[src/rtl/clk_div_sel_ctrl.sv]
// Rate generator and tap scheduler for the clock-generation area.
// A free-running counter stands in for a ripple divider chain; tap k of the
// counter toggles at CLK/2^(k+1).
// One tap at a time drives a 50% divided output and a one-cycle strobe.
// A rate change is requested with a REQ/BUSY/ACK handshake. It is applied
// only on an edge where both the old and the new tap wrap to zero, so the
// divided output never produces a runt pulse.
module clk_div_sel_ctrl #(
    parameter int N_TAPS    = 22,
    parameter int SEL_W     = 5,
    parameter int RESET_SEL = 0
) (
    input  logic             clk_i,
    input  logic             rst_ni,
    input  logic             en_i,
    input  logic             sel_req_i,
    input  logic [SEL_W-1:0] sel_in_i,
    output logic             sel_busy_o,
    output logic             sel_ack_o,
    output logic             sel_err_o,
    output logic [SEL_W-1:0] sel_cur_o,
    output logic             div_out_o,
    output logic             div_stb_o
);

    typedef enum logic {
        IDLE,
        WAIT
    } state_t;

    localparam logic [SEL_W:0]  NTapsCmp = (SEL_W+1)'(N_TAPS);
    localparam logic [SEL_W-1:0] ResetSel = SEL_W'(RESET_SEL);
    localparam logic [N_TAPS-1:0] CntOne = N_TAPS'(1);

    state_t              state_q, state_d;
    logic [N_TAPS-1:0]   cnt_q, cnt_d;
    logic [SEL_W-1:0]    sel_cur_q, sel_cur_d;
    logic [SEL_W-1:0]    sel_new_q, sel_new_d;
    logic                busy_q, busy_d;
    logic                ack_q, ack_d;
    logic                err_q, err_d;

    logic [SEL_W-1:0]    selMax;
    logic [N_TAPS-1:0]   curMask;
    logic [N_TAPS-1:0]   maxMask;
    logic                curBoundary;
    logic                maxBoundary;
    logic                selValid;

    // Low-bit masks for the active tap and for the slower of the active and
    // pending taps; all ones under a mask marks the last cycle of a period.
    always_comb begin
        selMax = (sel_cur_q > sel_new_q) ? sel_cur_q : sel_new_q;
        curMask = '0;
        maxMask = '0;
        for (int i = 0; i < N_TAPS; i++) begin
            curMask[i] = (i <= int'(sel_cur_q));
            maxMask[i] = (i <= int'(selMax));
        end
        curBoundary = ((cnt_q & curMask) == curMask);
        maxBoundary = ((cnt_q & maxMask) == maxMask);
        selValid    = ({1'b0, sel_in_i} < NTapsCmp);
    end

    // Counter advance plus the handshake FSM that picks when the tap swaps.
    always_comb begin
        state_d   = state_q;
        sel_cur_d = sel_cur_q;
        sel_new_d = sel_new_q;
        busy_d    = busy_q;
        ack_d     = 1'b0;
        err_d     = 1'b0;
        cnt_d     = en_i ? (cnt_q + CntOne) : '0;

        case (state_q)
            IDLE: begin
                if (sel_req_i) begin
                    if (selValid) begin
                        sel_new_d = sel_in_i;
                        busy_d    = 1'b1;
                        state_d   = WAIT;
                    end else begin
                        err_d = 1'b1;
                    end
                end
            end
            WAIT: begin
                // With the counter stopped every tap is already low, so the
                // swap is safe on the very next edge.
                if (!en_i || maxBoundary) begin
                    sel_cur_d = sel_new_q;
                    ack_d     = 1'b1;
                    busy_d    = 1'b0;
                    state_d   = IDLE;
                end
            end
            default: begin
                state_d = IDLE;
            end
        endcase
    end

    // State register with synchronous active-low reset that also drops any
    // pending request.
    always_ff @(posedge clk_i) begin
        if (!rst_ni) begin
            state_q   <= IDLE;
            cnt_q     <= '0;
            sel_cur_q <= ResetSel;
            sel_new_q <= ResetSel;
            busy_q    <= 1'b0;
            ack_q     <= 1'b0;
            err_q     <= 1'b0;
        end else begin
            state_q   <= state_d;
            cnt_q     <= cnt_d;
            sel_cur_q <= sel_cur_d;
            sel_new_q <= sel_new_d;
            busy_q    <= busy_d;
            ack_q     <= ack_d;
            err_q     <= err_d;
        end
    end

    assign sel_busy_o = busy_q;
    assign sel_ack_o  = ack_q;
    assign sel_err_o  = err_q;
    assign sel_cur_o  = sel_cur_q;
    assign div_out_o  = cnt_q[sel_cur_q];
    assign div_stb_o  = en_i & curBoundary;

endmodule
[config.mk]
export PLATFORM = sky130hd
export DESIGN_NAME = clk_div_sel_ctrl
export DESIGN_NICKNAME = d
export VERILOG_FILES = /design/src/rtl/clk_div_sel_ctrl.sv
export SDC_FILE = /design/constraint.sdc
export NUM_CORES = 1
export LEC_CHECK = 0
export CAP_MARGIN = 10
export CORE_MARGIN = 2
export CORE_UTILIZATION = 64
export CTS_CLUSTER_DIAMETER = 200
export DETAILED_ROUTE_END_ITERATION = 16
export PLACE_DENSITY = 0.86
export RECOVER_POWER = 25
export SYNTH_ARGS = -nofsm -noshare
export SYNTH_HDL_FRONTEND = slang
export SYNTH_SLANG_ARGS = --single-unit
[constraint.sdc]
create_clock -name clk_i -period 10.51 [get_ports clk_i]
set_input_delay 2.102 -clock clk_i [delete_from_list [all_inputs] [get_ports clk_i]]
set_output_delay 2.102 -clock clk_i [all_outputs]
set_load 0.01 [all_outputs]
After elaboration in Yosys (flattened, before gate mapping)
Cells that the tools add are included.
{ "word_totals": {"out_inout_bits": 10, "word_cells": 85, "regBits": 36, "input_bits": 9} }
{ "op_classes": {"mux": 13, "n_reduce_logical": 8, "n_lt_le_gt_ge": 45, "n_addsub": 1, "bitwise_logic": 6, "n_eq_ne": 5} }
{ "op_table": {"columns": ["cell", "count"], "rows": [
  ["$le A4 B5 Y1 const A", 16],
  ["$le A5 B5 Y1 const A", 12],
  ["$and A22 B22 Y22", 2],
  ["$eq A22 B22 Y1", 2],
  ["$le A3 B5 Y1 const A", 8],
  ["$add A22 B1 Y22 const B", 1],
  ["$le A2 B5 Y1 const A", 4],
  ["$le A1 B5 Y1 const A", 2],
  ["$mux W1", 9],
  ["$lt A5 B6 Y1 const B", 1],
  ["$reduce_and A2 Y1", 3],
  ["$reduce_and A3 Y1", 2],
  ["$bmux W1 S5", 1],
  ["$gt A5 B5 Y1", 1],
  ["$lt A5 B5 Y1 const B", 1],
  ["$mux W5", 1],
  ["$ne A2 B2 Y1 const B", 2],
  ["$pmux W1 S2", 2],
  ["$not A1 Y1", 3],
  ["$reduce_or A3 Y1", 1],
  ["$ne A2 B1 Y1 const B", 1],
  ["$and A1 B1 Y1", 1],
  ["$logic_not A1 Y1", 1],
  ["$logic_or A1 B1 Y1", 1]
]} }

Depth between registers and ports, before layout
{ "logic_depth": {"word_depth": 8, "mapped_depth": 13, "ltp_nobuf": 10} }

Worst setup path after synthesis
Ideal clock, no wire load.
{ "synth_path": {"path_kind": "input-to-output", "startpoint": "input en_i", "endpoint": "output div_stb_o", "arrival_ns": 2.828, "stages": 4, "setup_slack_ns": 5.580, "n_path_buf": 0, "required_time_ns": 8.408, "path_cell_list": "o211ai_1 > a2111oi_0 > o2111ai_1 > nor2_1"} }
{ "synth_via": {"elab_chain_len": 1} }
{ "synth_lines": {"columns": ["element", "line_no", "text"], "rows": [
  ["start, declared", "15", "input logic en_i,"],
  ["$and A1 B1 Y1", "130", "assign div_stb_o = en_i & curBoundary;"],
  ["end, declared", "23", "output logic div_stb_o"]
]} }
Every way passes these cells.

Final worst setup path
Ends and elaborated chain as after synthesis.

==> Implementation_results.wiki <==
{| class="wikitable"
! Metric !! Value
|-
| Final Wtd Congestion || 0.979
|-
| DR WL/cell || about 19 um
|-
| Effective utilization at floorplan || around two thirds
|-
| Count of inserted antenna diode cells || 0
|-
| Start-to-end type of the worst setup path || input pin to output port
|-
| Max capacitance violation total || 0
|-
| Post-synthesis net count || around 350
|-
| Maximum level of the CTS H-tree || 2
|-
| Num ports || 19
|-
| Width of the die || 68.0 um
|-
| Total congestion overflow || 0
|-
| R2r endpoint || sel_cur_o[1]
|-
| Kind of capture point of the worst setup path || output port
|-
| CP Launch Type || input pin
|-
| Number of port buffers || 18
|-
| Chip height || around 68 um
|-
| Routed wire length || between 7 and 8 mm
|-
| Final cycle utilization of the critical path || between 50% and 60%
|-
| WP data arrival || between 3000 and 4000 ps
|-
| Min-Delay Path Class || flop to flop
|-
| Wire length of the first global-routing pass || around 11 mm
|-
| Startpoint of the worst hold path || sel_busy_o
|-
| Total of flip-flops plus latches after synthesis || 36
|-
| Setup Skew || slightly above 7 ps
|-
| Top area cells in the synthesized netlist || dfxtp_1 (28%), nor2_1 (5.6%), nand2_1 (5.3%)
|-
| Post-route setup slack || roughly 4400 ps
|-
| F_max || roughly 160 MHz
|-
| Share of synthesized flip-flops with an asynchronous set or reset || 0%
|-
| Remaining number of nets flagged by the antenna check after routing || 0
|-
| Number of buffers added by the clock tree synthesis step || 5
|-
| Clock tree from TritonCTS || yes
|-
| Total Die Area || approximately 4600 sq um
|-
| Root buffer cell || clkbuf_8
|-
| Latest clock arrival within the worst-skew pair || a little under 300 ps
|-
| Synthesized area per cell || about 8 sq um
|-
| Post-synth EDFFs || 0
|-
| Cell leakage power || 0.947 nW
|-
| Number of pins with negative max-slew slack in the final report || 0
|-
| Post-Syn Area || around 2600 sq um
|-
| Leading register cell type out of synthesis || dfxtp_1
|-
| Synth warnings || 0
|-
| Maximum number of pins on one net before global-route repair || 23
|-
| Residual DRC || 0
|-
| Run status || finished clean
|-
| Proportion of layout cells with a drive suffix above 1 || under 10%
|-
| Relative slew slack || between 40% and 50%
|-
| Most common cell on crit path || clkdlybuf4s50_1
|-
| Sum Neg Setup Slack || 0 ps
|-
| Worst hold path depth || 2
|-
| Data required time at the worst endpoint || approximately 8400 ps
|-
| Post-CTS setup buffers || 0
|-
| Final Setup Violations || 0
|-
| DR vias || 2,680
|-
| Max stage delay cell, worst path || clkdlybuf4s50_1
|-
| FF-to-FF path depth || 9
|-
| FP Rows || 23
|-
| Yosys cell types || 57
|-
| Hold Fails Final Rpt || 0
|-
| Iteration-0 DRC count of the detailed router || ~320
|-
| Core ar. || around 4000 sq um
|-
| Pre-antenna DRT Iters || 5
|-
| Unrepaired setup endpoints after global routing || no
|-
| CP Max Fanout || 5
|-
| Clk buf depth || 2
|-
| Stage delay of the slowest cell on the critical path || about 600 ps
|-
| Final Net Count || 355
|-
| Cells after Synth || 332
|-
| Post-synth top area share || 27.5%
|-
| Most area-hungry cell type in the Yosys netlist || dfxtp_1
|-
| Syn-to-layout area delta || 10.0%
|-
| Pre-CTS worst setup slack || between 4000 and 5000 ps
|-
| Post-DP HPWL || 5.28 mm
|-
| Initial antenna violation count || 0
|-
| Hold worst-path end || sel_busy_o
|-
| Global-route total usage across every layer || between 30% and 40%
|-
| Actual slew at the worst max-slew pin || just under 900 ps
|-
| Register clock-pin slew on the reported worst setup and hold paths || approximately 80 ps
|-
| Count of hold buffers inserted by post-cts repair || 0
|-
| Power per Cell Area || approximately 110 nW/um^2
|-
| Detailed-route vias per instance || slightly below 7
|-
| Min Tclk post-route || approximately 6100 ps
|-
| Cell breakdown of the critical path || clkdlybuf4s50_1 -> o211ai_1 -> a2111oi_0 -> o2111ai_1 -> nor2_1 -> clkdlybuf4s50_1
|-
| Quantity of gates resized following cts || 0
|-
| Vias in the first global route || 2,275
|-
| Sink Count || 36
|-
| Minimum setup slack among reg-to-reg paths || 6530 ps
|-
| Sequential element share of the synthesized area || approximately 28%
|-
| Peak supply drop || 66.8 uV
|-
| Worst reg2reg path startpoint || sel_cur_o[1]
|}
==> state kept, by name, indices dropped and copies added (netlist names) <==
register,count
sel_new_q,5
cnt_q,22
sel_err_o,1
sel_busy_o,1
state_q,1
sel_ack_o,1
sel_cur_o,5
==> stage by stage <==
step | hold WS (ps) | power [W] | utilization (%) | instance area [sq um] | instances
3_3_place_gp | 450 | 0.000218 | 70.5 | 2800 | 383
2_1_floorplan | 466 | 0.000199 | - | 2620 | 332
5_1_grt | 518 | 0.000326 | 72.6 | 2880 | 391
3_5_place_dp | 459 | 0.000217 | 70.5 | 2800 | 383
6_report | 464 | 0.000314 | 72.6 | 2880 | 391
4_1_cts | 472 | 0.000314 | 72.7 | 2890 | 391
==> worst max-delay path, delay by kind of cell <==
family                 cells  cell delay [ps]
buffers and inverters      2             1130
AOI/OAI and AO/OA          3              620
and+or+nand+nor            1              110
==> cells in the mapped netlist (8+ instances only) <==
master and instances:
a21oi_1 19, and2_1 8, clkbuf_1 16, dfxtp_1 36, inv_1 15, mux2i_1 12
nand2_1 37, nand3_1 12, nor2_1 39, o21ai_0 21, xnor2_1 8, xor2_1 9
==> layout make-up <==
type / count / area [sq um]
multi-input combinational: 263 / 1770
fill: 315 / 1090
sequential: 36 / 721
clock buffer: 7 / 76.3
timing repair buffer: 19 / 184
clock inverter: 1 / 8.76
inverter: 15 / 56.3
tap: 50 / 62.6
==> routing by layer <==
layer	GRT usage, %	routed length [um]	part of all wire, %
met4	14.5	281	3.9
met2	49.2	3130	43
met1	47.6	3100	43
met3	6.25	781	11
met5	0	0	0
==> cell usage in the layout, fill, tap and decap left out, drive strengths merged, types with 8 or more instances in the layout <==
cell           count
nand3             12
clkdlybuf4s50     14
xnor2              8
xor2               9
dfxtp             36
nor2              39
nand2             37
and2               8
clkbuf             8
inv               15
mux2i             12
o21ai             22
a21oi             19
==> report_power, final <==
part	internal, W	switching [W]	total (W)
Combinational	0.0000292	0.0000421	0.0000714
Clock	0.0000473	0.0000509	0.0000983
Sequential	0.000139	0.00000553	0.000145
Total	0.000216	0.0000986	0.000314
==> logic make-up after synthesis <==
group,count (synthesis),synth area share [%]
AOI/OAI and AO/OA,92,24.9
and+or+nand+nor,127,23.3
DFF,36,27.5
muxes,19,10.2
xor gates and xnor gates,17,5.68
buffers and inverters,33,4.78
adders and majority gates,8,3.63
==> worst max-delay path by stage <==
stage          depth (start not counted)  startpoint        end  slack [ps]
5_1_grt                                6        en_i  div_stb_o        4310
4_1_cts                                6        en_i  div_stb_o        4410
3_5_place_dp                           6        en_i  div_stb_o        4430
2_1_floorplan                          4        en_i  div_stb_o        5580
6_report                               6        en_i  div_stb_o        4440
3_3_place_gp                           6        en_i  div_stb_o        4460
No activity file was read; power rests on OpenSTA's default activity.
